[config.mk]
export PLATFORM = sky130hd
export DESIGN_NAME = wfg_stim_ramp
export DESIGN_NICKNAME = d
export VERILOG_FILES = /design/src/rtl/wfg_stim_ramp.sv
export SDC_FILE = /design/constraint.sdc
export NUM_CORES = 1
export LEC_CHECK = 0
export BUFFER_PORTS_ARGS = -buffer_cell sky130_fd_sc_hd__buf_2
export CELL_PAD_IN_SITES_DETAIL_PLACEMENT = 1
export CELL_PAD_IN_SITES_GLOBAL_PLACEMENT = 2
export CORE_ASPECT_RATIO = 1.4
export CORE_UTILIZATION = 34
export CTS_CLUSTER_DIAMETER = 80
export DETAILED_ROUTE_END_ITERATION = 6
export PLACE_DENSITY_LB_ADDON = 0.2
export RECOVER_POWER = 50
export SLEW_MARGIN = 5
export SYNTH_ARGS = -nofsm -noshare
export SYNTH_HDL_FRONTEND = slang
export SYNTH_SLANG_ARGS = --single-unit
[constraint.sdc]
create_clock -name wb_clk_i -period 5.05 [get_ports wb_clk_i]
set_input_delay 0 -clock wb_clk_i [delete_from_list [all_inputs] [get_ports wb_clk_i]]
set_output_delay 0 -clock wb_clk_i [all_outputs]
set_load 0.02 [all_outputs]
[src/rtl/wfg_stim_ramp.sv]
// wfg_stim_ramp: ramp stimulus generator feeding the SPI drive stage over AXI-Stream.
// Produces sawtooth (and optionally triangle) sample sequences from a shadowed
// copy of the Wishbone configuration, captured once each time the generator is
// enabled so a running ramp never sees a half-updated configuration.
//
// Build option:
//   WFG_STIM_RAMP_TRIANGLE_EN  - when defined, triangle mode and the DOWN state are
//                                compiled in and cfg_mode_q_i selects the shape.
//                                When undefined, the block always produces a
//                                sawtooth and cfg_mode_q_i is ignored.

module wfg_stim_ramp #(
    parameter int AXIS_DATA_WIDTH = 32
) (
    input  logic                       wb_clk_i,
    input  logic                       wb_rst_i,
    input  logic                       ctrl_en_q_i,
    input  logic                       cfg_mode_q_i,
    input  logic [15:0]                cfg_start_q_i,
    input  logic [15:0]                cfg_end_q_i,
    input  logic [15:0]                cfg_inc_q_i,
    input  logic                       wfg_axis_tready_i,
    output logic                       wfg_axis_tvalid_o,
    output logic [AXIS_DATA_WIDTH-1:0] wfg_axis_tdata_o,
    output logic                       wfg_axis_tlast_o
);

    typedef enum logic [1:0] {
        IDLE = 2'd0,
        UP   = 2'd1,
        DOWN = 2'd2
    } state_t;

    state_t      state;
    state_t      state_adv;

    // Current sample and shadowed configuration.
    logic [15:0] v;
    logic [15:0] start_s;
    logic [15:0] end_s;
    logic [15:0] inc_s;
    logic        tvalid_r;

    // Combinational view of the next step on an accepted beat.
    logic [16:0] sum17;
    logic        up_ovf;
    logic [15:0] v_adv;
    logic        tlast_c;
    logic        beat;

`ifdef WFG_STIM_RAMP_TRIANGLE_EN
    logic        mode_s;
    logic [16:0] diff17;
    logic        dn_unf;
`else
    logic        unused_mode;
    assign unused_mode = cfg_mode_q_i;
`endif

    // 17-bit arithmetic keeps v + inc from wrapping into a false "below end" result.
    assign sum17  = {1'b0, v} + {1'b0, inc_s};
    assign up_ovf = (sum17 > {1'b0, end_s});

`ifdef WFG_STIM_RAMP_TRIANGLE_EN
    // v - inc may go negative; treating the 17-bit difference as signed keeps the
    // underflow test against start correct.
    assign diff17 = {1'b0, v} - {1'b0, inc_s};
    assign dn_unf = ($signed(diff17) <= $signed({1'b0, start_s}));
`endif

    assign beat = tvalid_r && wfg_axis_tready_i;

    // Decide what the current sample means (tlast) and where an accepted beat leads.
    always_comb begin
        tlast_c   = 1'b0;
        v_adv     = v;
        state_adv = state;
        case (state)
            UP: begin
                if (up_ovf) begin
                    tlast_c = 1'b1;
                    v_adv   = start_s;
                end else begin
                    v_adv   = sum17[15:0];
                end
`ifdef WFG_STIM_RAMP_TRIANGLE_EN
                // A triangle that still has room to descend turns around instead
                // of wrapping; if it cannot descend, the period ends right here.
                if (mode_s && up_ovf && !dn_unf) begin
                    tlast_c   = 1'b0;
                    state_adv = DOWN;
                    v_adv     = diff17[15:0];
                end
`endif
            end
`ifdef WFG_STIM_RAMP_TRIANGLE_EN
            DOWN: begin
                if (dn_unf) begin
                    tlast_c   = 1'b1;
                    v_adv     = start_s;
                    state_adv = UP;
                end else begin
                    v_adv     = diff17[15:0];
                end
            end
`endif
            default: begin
                tlast_c   = 1'b0;
                v_adv     = v;
                state_adv = state;
            end
        endcase
    end

    // Main sequencer: capture config on enable, advance on accepted beats, abort on enable drop.
    always_ff @(posedge wb_clk_i or posedge wb_rst_i) begin
        if (wb_rst_i) begin
            state    <= IDLE;
            v        <= 16'd0;
            start_s  <= 16'd0;
            end_s    <= 16'd0;
            inc_s    <= 16'd0;
            tvalid_r <= 1'b0;
`ifdef WFG_STIM_RAMP_TRIANGLE_EN
            mode_s   <= 1'b0;
`endif
        end else begin
            case (state)
                IDLE: begin
                    tvalid_r <= 1'b0;
                    if (ctrl_en_q_i) begin
                        start_s  <= cfg_start_q_i;
                        end_s    <= cfg_end_q_i;
                        inc_s    <= (cfg_inc_q_i == 16'd0) ? 16'd1 : cfg_inc_q_i;
`ifdef WFG_STIM_RAMP_TRIANGLE_EN
                        mode_s   <= cfg_mode_q_i;
`endif
                        v        <= cfg_start_q_i;
                        state    <= UP;
                        tvalid_r <= 1'b1;
                    end
                end
`ifdef WFG_STIM_RAMP_TRIANGLE_EN
                UP, DOWN: begin
`else
                UP: begin
`endif
                    // Dropping enable wins over a beat accepted in the same cycle.
                    if (!ctrl_en_q_i) begin
                        state    <= IDLE;
                        tvalid_r <= 1'b0;
                    end else if (beat) begin
                        v        <= v_adv;
                        state    <= state_adv;
                    end
                end
                default: begin
                    state    <= IDLE;
                    tvalid_r <= 1'b0;
                end
            endcase
        end
    end

    // tdata comes straight from the sample register, zero-extended to the stream width.
    always_comb begin
        wfg_axis_tdata_o       = '0;
        wfg_axis_tdata_o[15:0] = v;
    end

    assign wfg_axis_tvalid_o = tvalid_r;
    assign wfg_axis_tlast_o  = tvalid_r && tlast_c;

endmodule

==> results of run 1 <==
-- critical path, cell delays in order (launching register included) --
cell,delay (ns)
dfrtp_1,0.41
ha_1,0.26
fa_1,0.45
a211oi_2,0.21
nor2_1,0.07
buf_4,0.15
o21ai_0,0.37
nand3_1,0.11
o311ai_0,0.23
ha_1,0.38
a211oi_1,0.23
o21ai_0,0.12
o211ai_1,0.10
o311ai_1,0.14
a221oi_2,0.35
buf_4,0.37
nor2_1,0.10
buf_2,0.17
-- cells in the final DEF (no fill, tap or decap), types with 2 or more instances in the layout --
cell type      Yosys  layout
nor4_1             5       5
nor2_1            19      19
buf_4             16       4
clkbuf_16          0       9
o211ai_1           2       2
xnor2_1            6       6
mux2i_1           15      15
xor2_1             6       6
nor3_1             4       4
buf_2              1      52
mux2_2            32      32
a211o_1            2       2
nand3_1            3       3
dlygate4sd3_1      0      48
ha_1              36      35
o21ai_0           35      35
nand2_1           34      34
nor2b_1            2       2
clkbuf_1          14      22
conb_1             1      16
and3_1            13      13
a21o_1             7       7
nand4_1            4       4
a211oi_1           8       8
inv_1             22      22
o21bai_1           3       3
o21ai_1            8       8
or3_1              2       2
dfrtp_1           66      66
a21oi_1           31      31
clkinv_2           0       2
-- registers in the layout, summed over array words and instances (netlist names) --
| signal | count |
|---|---|
| end_s | 16 |
| inc_s | 16 |
| start_s | 16 |
| v | 16 |
| state | 1 |
| wfg_axis_tvalid_o | 1 |
-- kinds of logic after synthesis --
kind of cell             share of synthesized area
AND/OR/NAND/NOR                             0.1030
adder cells (fa/ha/maj)                     0.1139
flip-flops                                  0.3999
other                                    0.0009079
XOR/XNOR                                   0.02545
AO/OA/AOI/OAI                               0.1627
buffers and inverters                      0.07058
multiplexers                                0.1236
-- Yosys cell counts, types with 2 or more instances --
master / count / area (sq um)
or3_1: 2 / 12.51
mux2_2: 32 / 360.4
mux2i_1: 15 / 150.1
o211ai_1: 2 / 15.01
clkbuf_1: 14 / 52.55
a21oi_1: 31 / 155.2
a211o_1: 2 / 17.52
nor3_1: 4 / 20.02
nor4_1: 5 / 31.28
and3_1: 13 / 81.33
o21ai_1: 8 / 40.04
a21o_1: 7 / 52.55
o21bai_1: 3 / 22.52
buf_4: 16 / 120.1
a211oi_1: 8 / 60.06
ha_1: 36 / 450.4
nand2_1: 34 / 127.6
inv_1: 22 / 82.58
nand3_1: 3 / 15.01
nor2b_1: 2 / 12.51
nand4_1: 4 / 25.02
nor2_1: 19 / 71.32
xor2_1: 6 / 52.55
xnor2_1: 6 / 52.55
o21ai_0: 35 / 175.2
dfrtp_1: 66 / 1652
-- final cells by class --
class	count	area, sq um	share of cell area
Inverter	22	82.58	0.01563
Timing Repair Buffer	122	838.3	0.1587
Clock inverter	3	40.04	0.007579
Multi-Input combinational cell	310	2246	0.4252
Sequential cell	66	1652	0.3126
Clock buffer	13	240.2	0.04548
Tap cell	147	183.9	0.03482
-- per-stage QoR --
step | utilization | instance area, sq um
floorplan | - | 4187
detailed placement | 0.3847 | 4547
finish | 0.4469 | 5283
global placement | 0.3847 | 4547
CTS | 0.4490 | 5308
global route | 0.4469 | 5283
-- per-layer routing --
metal  GRT usage  vias to the layer above
met1      0.2589                     1656
met5           0                        -
met3     0.02011                       11
met4     0.07576                        0
li1            -                     1683
met2      0.3556                       61
-- worst paths after layout --
kind | end | slack, ns
max | wfg_axis_tlast_o | 0.47
min in group asynchronous | start_s[15] | 1.65
min reg2reg | start_s[11] | 0.51
min | inc_s[0] | 0.02
max in group asynchronous | v[14] | 1.28
max reg2reg | v[2] | 0.57
==> impl_metrics.env, run 1 <==
export IMPL_grt_start_max_net_pins=67
export IMPL_crit_fanout=16
export IMPL_grt_pass1_vias=3779
export IMPL_drv_slew=67
export IMPL_routed_wl_microns=11590
export IMPL_rsz0062_at_grt="false"
export IMPL_vias=3411
export IMPL_period_share=0.9068
export IMPL_cp_start_kind="register"
export IMPL_grt_pass1_wl_microns=19520
export IMPL_startpoint="v[0]"
export IMPL_coreArea_sq_um=11820
export IMPL_insertedDiodeCount=0
export IMPL_setup_viol=0
export IMPL_max_freq_ghz=0.2184
export IMPL_synth_area_per_cell_sq_um=9.928
export IMPL_gp_congestion=0.7710
export IMPL_cts_tree="built"
export IMPL_nets=621
export IMPL_dp_hpwl_microns=8302
export IMPL_ant_nets=0
export IMPL_violations="max-capacitance violations, max-slew violations"
export IMPL_final_hold_viol_count=0
export IMPL_ys_flop_type="dfrtp_1"
export IMPL_ys_seq_area_frac=0.3999
export IMPL_highest_layer="met4"
export IMPL_hold_buffers=48
export IMPL_die_h_microns=132.4
export IMPL_critPathCaptureType="output port"
export IMPL_reg2reg_from="v[0]"
export IMPL_setup_tns_ns=0
export IMPL_fin_hold_ws_ns=0.01790
export IMPL_clkLatencyLatePin_ns=0.34
export IMPL_pre_cts_ws_ns=0.5811
export IMPL_boundaryPins=87
export IMPL_floorplan_die_area_sq_um=12600
export IMPL_clk_pin_slew_worst_paths_ns=0.05
export IMPL_num_rows=47
export IMPL_crit_required_ns=5.05
export IMPL_wl_met2_microns=5992
export IMPL_track_usage=0.2053
export IMPL_cts_num_sinks=66
export IMPL_maxSlewHeadroom=-1.459
export IMPL_synth_cells=416
export IMPL_critPathKind="register to output port"
export IMPL_dp_cells=619
export IMPL_fin_ws_ns=0.4707
export IMPL_drtIter0Drc=42
export IMPL_syn_area_sq_um=4130
export IMPL_start_util=0.3494
export IMPL_layout_area_overhead_vs_synth_pct=27.90
export IMPL_clock_path_buffers=2
export IMPL_overflow=0
export IMPL_antenna_found_initial=0
export IMPL_viasPerCell=4.994
export IMPL_n_fill_cell=1378
export IMPL_synth_warnings=0
export IMPL_hold_depth=3
export IMPL_ff2ff_path_depth=17
export IMPL_max_cap_violations=1
export IMPL_post_cts_buffers=0
export IMPL_tightest_slew_ns=3.689
export IMPL_ys_types=47
export IMPL_ys_seq_elements=66
export IMPL_drive_above_1_share=0.1996
export IMPL_io_buffers=69
export IMPL_wl_met3_microns=250
export IMPL_ctsRootBufferMaster="clkbuf_16"
export IMPL_hold_class="input pin to register"
export IMPL_postSynth_asyncResetShare=1.000
export IMPL_status="complete, but fails checks"
export IMPL_final_cells=683
export IMPL_fp_dieW_microns=95.15
export IMPL_clock_skew_ns=0.006647
export IMPL_wl_per_cell_microns=16.97
export IMPL_synth_enable_flop_cells=0
export IMPL_met1_length_microns=5144
export IMPL_min_from="cfg_inc_q_i[0]"
export IMPL_drt_pass1_iterations=4
export IMPL_postCtsResizedCells=0
export IMPL_crit_arrival_ns=4.58
export IMPL_h_tree_depth=3
export IMPL_cts_buffers=9
export IMPL_period_needed_ns=4.579
export IMPL_drc_errors=0
Power of run 1 is left out: the tool's default activity adds up to more than one toggle a clock period on the data nets, which glitch-free logic cannot reach.
==> run 2, diff against run 1 <==
CORE_MARGIN = 8   (was default)
==> run 2 against run 1 <==
  * The run still ends with max-capacitance violations, max-slew violations left
  * Worst hold slack improved by 0.082 ns
  * Design area rose by 0.78%
  * Flip-flop and latch count did not move
  * Routed wire length rose by 3.9%
  * First-iteration DRC count rose to 2.7 times the previous value
  * Core utilization rose by 0.35 points
  * Critical endpoint unchanged
==> impl_metrics.env, run 2 (same netlist as run 1, synthesis figures left out) <==
export IMPL_crit_arrival_ns=4.52
export IMPL_period_share=0.8952
export IMPL_clk_pin_slew_worst_paths_ns=0.05
export IMPL_insertedDiodeCount=0
export IMPL_max_cap_violations=1
export IMPL_grt_start_max_net_pins=67
export IMPL_critPathMaxStageDelay_ns=0.45
export IMPL_violations="max-capacitance violations, max-slew violations"
export IMPL_dp_hpwl_microns=8748
export IMPL_maxSlewHeadroom=-1.480
export IMPL_postCtsResizedCells=0
export IMPL_drive_above_1_share=0.2045
export IMPL_max_freq_ghz=0.2212
export IMPL_start_util=0.3494
export IMPL_ff2ff_path_depth=17
export IMPL_gp_congestion=0.8175
export IMPL_fp_dieW_microns=109.2
export IMPL_coreArea_sq_um=11820
export IMPL_viasPerCell=5.044
export IMPL_path_cells="ha_1 > fa_1 > a211oi_2 > nor2_1 > buf_4 > o21ai_0 > nand3_1 > o311ai_0 > ha_1 > a211oi_1 > o21ai_0 > o211ai_1 > o311ai_1 > a221oi_2 > buf_4 > nor2_1 > buf_2"
export IMPL_grt_pass1_wl_microns=19500
export IMPL_antenna_found_initial=0
export IMPL_path_delay_family="compound AO/OA/AOI/OAI gates"
export IMPL_final_hold_viol_count=0
export IMPL_setup_viol=0
export IMPL_drt_pass1_iterations=4
export IMPL_cts_num_sinks=66
export IMPL_ant_nets=0
export IMPL_nets=623
export IMPL_drtIter0Drc=115
export IMPL_routed_wl_microns=12040
export IMPL_cts_tree="built"
export IMPL_ctsRootBufferMaster="clkbuf_16"
export IMPL_startpoint="v[0]"
export IMPL_reg2reg_from="v[0]"
export IMPL_layout_area_overhead_vs_synth_pct=28.90
export IMPL_fin_ws_ns=0.5294
export IMPL_clock_skew_ns=0.007080
export IMPL_clkLatencyLatePin_ns=0.33
export IMPL_num_rows=47
export IMPL_layout_commonest_cell="dfrtp_1"
export IMPL_crit_buf_inv=3
export IMPL_setup_tns_ns=0
export IMPL_critPathCaptureType="output port"
export IMPL_fin_hold_ws_ns=0.09978
export IMPL_pre_cts_ws_ns=0.6846
export IMPL_die_h_microns=146.4
export IMPL_status="complete, but fails checks"
export IMPL_wl_per_cell_microns=17.58
export IMPL_min_from="ctrl_en_q_i"
export IMPL_boundaryPins=87
export IMPL_drv_slew=67
export IMPL_rsz0062_at_grt="false"
export IMPL_drc_errors=0
export IMPL_vias=3455
export IMPL_hold_class="input pin to register"
export IMPL_clock_path_buffers=2
export IMPL_mostFrequentLayoutCells="dfrtp_1, buf_2, dlygate4sd3_1, o21ai_0, ha_1"
export IMPL_track_usage=0.1586
export IMPL_io_buffers=69
export IMPL_h_tree_depth=3
export IMPL_cts_buffers=9
export IMPL_tightest_slew_ns=3.720
export IMPL_critPathKind="register to output port"
export IMPL_post_cts_buffers=0
export IMPL_hold_buffers=49
export IMPL_grt_pass1_vias=3861
export IMPL_period_needed_ns=4.521
export IMPL_hold_depth=3
export IMPL_cp_start_kind="register"
export IMPL_n_fill_cell=1363
export IMPL_cp_num_cells=17
export IMPL_cp_slowest_cell="fa_1"
export IMPL_overflow=0
export IMPL_crit_fanout=16
export IMPL_final_util=0.4504
export IMPL_floorplan_die_area_sq_um=15980
export IMPL_crit_required_ns=5.05
==> run 2: final timing paths <==
| kind | slack [ns] | endpoint |
|---|---|---|
| max | 0.53 | wfg_axis_tlast_o |
| min | 0.1 | wfg_axis_tvalid_o |
| max reg2reg | 0.66 | v[15] |
| min reg2reg | 0.50 | start_s[1] |
| max in group asynchronous | 1.29 | v[14] |
| min in group asynchronous | 1.66 | v[11] |
==> run 2: through the flow <==
| step | area (sq um) | instances |
|---|---|---|
| after floorplan | 4187 | 431 |
| after global placement | 4559 | 620 |
| after detailed placement | 4559 | 620 |
| after CTS | 5349 | 685 |
| after global routing | 5324 | 685 |
| final | 5324 | 685 |
==> run 2: cell type report <==
class / instances / area, sq um / area share
Clock buffer: 14 / 264.0 / 0.04959
Clock inverter: 2 / 35.03 / 0.006580
Inverter: 22 / 82.58 / 0.01551
Multi-Input combinational cell: 310 / 2251 / 0.4228
Sequential cell: 66 / 1652 / 0.3102
Tap cell: 147 / 183.9 / 0.03455
Timing Repair Buffer: 124 / 855.8 / 0.1608
==> run 2: worst min-delay path, cell delays in order <==
cell and delay, ns:
buf_2 0.11, ha_1 0.15, mux2_2 0.14
==> run 2: layer usage <==
metal / wire length (microns) / vias up / track usage
met3: 478 / 11 / 0.02863
met2: 6217 / 61 / 0.2754
met1: 5151 / 1698 / 0.1861
met5: 0 / - / 0
met4: 191 / 0 / 0.05911
li1: - / 1685 / -
Power of run 2 is left out for the same reason.
==> run 3, diff against run 2 <==
PLACE_DENSITY_LB_ADDON = 0.3   (was 0.2)
==> run 3 against run 2 <==
  * The run still ends with max-capacitance violations, max-slew violations left
  * Design area down 1.1%
  * Count of clock-buffer cells in the layout shrank 2
  * Register-to-register slack better by 0.13 ns
  * Clock skew is 0.0020 ns lower
  * Largest cell class unchanged
==> impl_metrics.env, run 3 (same netlist as run 1, synthesis figures left out) <==
export IMPL_status="complete, but fails checks"
export IMPL_violations="max-capacitance violations, max-slew violations"
export IMPL_grt_pass1_wl_microns=20150
export IMPL_placed_area_sq_um=4559
export IMPL_final_hold_viol_count=0
export IMPL_startpoint="v[0]"
export IMPL_tightest_slew_ns=3.724
export IMPL_ctsRootBufferMaster="clkbuf_16"
export IMPL_vias=3466
export IMPL_period_share=0.8705
export IMPL_n_fill_cell=1337
export IMPL_h_tree_depth=3
export IMPL_drt_pass1_iterations=4
export IMPL_cts_tree="built"
export IMPL_rr_endpoint="v[9]"
export IMPL_mostFrequentLayoutCells="dfrtp_1, buf_2, dlygate4sd3_1, o21ai_0, ha_1"
export IMPL_drv_slew=67
export IMPL_grt_start_max_net_pins=67
export IMPL_fp_dieW_microns=109.2
export IMPL_crit_fanout=11
export IMPL_critPathKind="register to output port"
export IMPL_drc_errors=0
export IMPL_cp_endpoint="wfg_axis_tlast_o"
export IMPL_start_util=0.3494
export IMPL_clock_skew_ns=0.005077
export IMPL_max_freq_ghz=0.2275
export IMPL_routed_wl_microns=12030
export IMPL_hold_depth=3
export IMPL_period_needed_ns=4.396
export IMPL_final_area_sq_um=5266
export IMPL_reg2reg_from="v[0]"
export IMPL_boundaryPins=87
export IMPL_postCtsResizedCells=0
export IMPL_critPathCaptureType="output port"
export IMPL_cts_buffers=9
export IMPL_crit_arrival_ns=4.40
export IMPL_num_rows=47
export IMPL_ant_nets=0
export IMPL_clkLatencyLatePin_ns=0.33
export IMPL_hold_class="input pin to register"
export IMPL_wl_per_cell_microns=17.64
export IMPL_io_buffers=69
export IMPL_rsz0062_at_grt="false"
export IMPL_setup_tns_ns=0
export IMPL_gp_congestion=0.8017
export IMPL_layout_commonest_cell="dfrtp_1"
export IMPL_die_h_microns=146.4
export IMPL_cts_num_sinks=66
export IMPL_coreArea_sq_um=11820
export IMPL_grt_pass1_vias=3940
export IMPL_overflow=0
export IMPL_layout_area_overhead_vs_synth_pct=27.51
export IMPL_floorplan_die_area_sq_um=15980
export IMPL_final_cells=682
export IMPL_antenna_found_initial=0
export IMPL_insertedDiodeCount=0
export IMPL_ff2ff_path_depth=15
export IMPL_max_cap_violations=1
export IMPL_viasPerCell=5.082
export IMPL_track_usage=0.1616
export IMPL_drtIter0Drc=100
export IMPL_clk_pin_slew_worst_paths_ns=0.05
export IMPL_setup_reg_to_reg_worst_slack_ns=0.79
export IMPL_cp_start_kind="register"
export IMPL_drive_above_1_share=0.2000
export IMPL_nets=623
export IMPL_clock_path_buffers=2
export IMPL_maxSlewHeadroom=-1.483
export IMPL_setup_viol=0
export IMPL_crit_required_ns=5.05
export IMPL_dp_cells=620
export IMPL_dp_hpwl_microns=8848
[run 3: worst max-delay path: stages (launching register included)]
cell	delay, ns
dfrtp_1	0.38
ha_1	0.22
fa_1	0.27
a211oi_2	0.09
nor2_1	0.31
o21ai_0	0.25
o311ai_0	0.72
ha_1	0.39
a211oi_1	0.21
o21ai_0	0.12
o211ai_1	0.11
o311ai_1	0.15
a221oi_2	0.32
buf_4	0.28
nor2_1	0.07
buf_2	0.16
[run 3: metal layers]
| metal | vias up | share of wire | global-route usage | wire, microns |
|---|---|---|---|---|
| li1 | 1685 | - | - | - |
| met1 | 1700 | 0.44 | 0.1909 | 5257 |
| met2 | 63 | 0.51 | 0.2778 | 6129 |
| met3 | 18 | 0.031 | 0.02467 | 369 |
| met4 | 0 | 0.023 | 0.07010 | 274 |
| met5 | - | 0 | 0 | 0 |
[run 3: area by class of cell]
cell class | instances | area, sq um | share of cell area
multi-input cells | 310 | 2251 | 0.4274
flip-flops and latches | 66 | 1652 | 0.3136
repair buffers | 124 | 855.8 | 0.1625
clock buffers | 12 | 236.5 | 0.04490
well taps | 147 | 183.9 | 0.03493
inverters | 22 | 82.58 | 0.01568
clock inverters | 1 | 5.005 | 0.0009503
[run 3: metrics by stage]
stage | hold slack, ns | utilization | setup WS, ns
6_report | 0.1085 | 0.4455 | 0.6541
5_1_grt | 0.1259 | 0.4455 | 0.2332
4_1_cts | 0.1007 | 0.4477 | 0.6115
3_5_place_dp | 0.2207 | 0.3857 | 0.8021
3_3_place_gp | 0.2091 | 0.3857 | 0.8414
2_1_floorplan | 0.1210 | - | 1.322
[run 3: worst min path at each step]
stage,start,slack [ns],to
final,ctrl_en_q_i,0.11,wfg_axis_tvalid_o
after floorplan,cfg_end_q_i[10],0.12,end_s[10]
after CTS,ctrl_en_q_i,0.10,wfg_axis_tvalid_o
after global placement,cfg_end_q_i[15],0.21,end_s[15]
after global routing,ctrl_en_q_i,0.13,wfg_axis_tvalid_o
after detailed placement,cfg_end_q_i[1],0.22,end_s[1]
[run 3: what timing repair did]
item                      CTS  global route
hold buffers               49             0
hold endpoints to repair  115             0
buffers inserted            0             0
Power of run 3 is left out for the same reason.
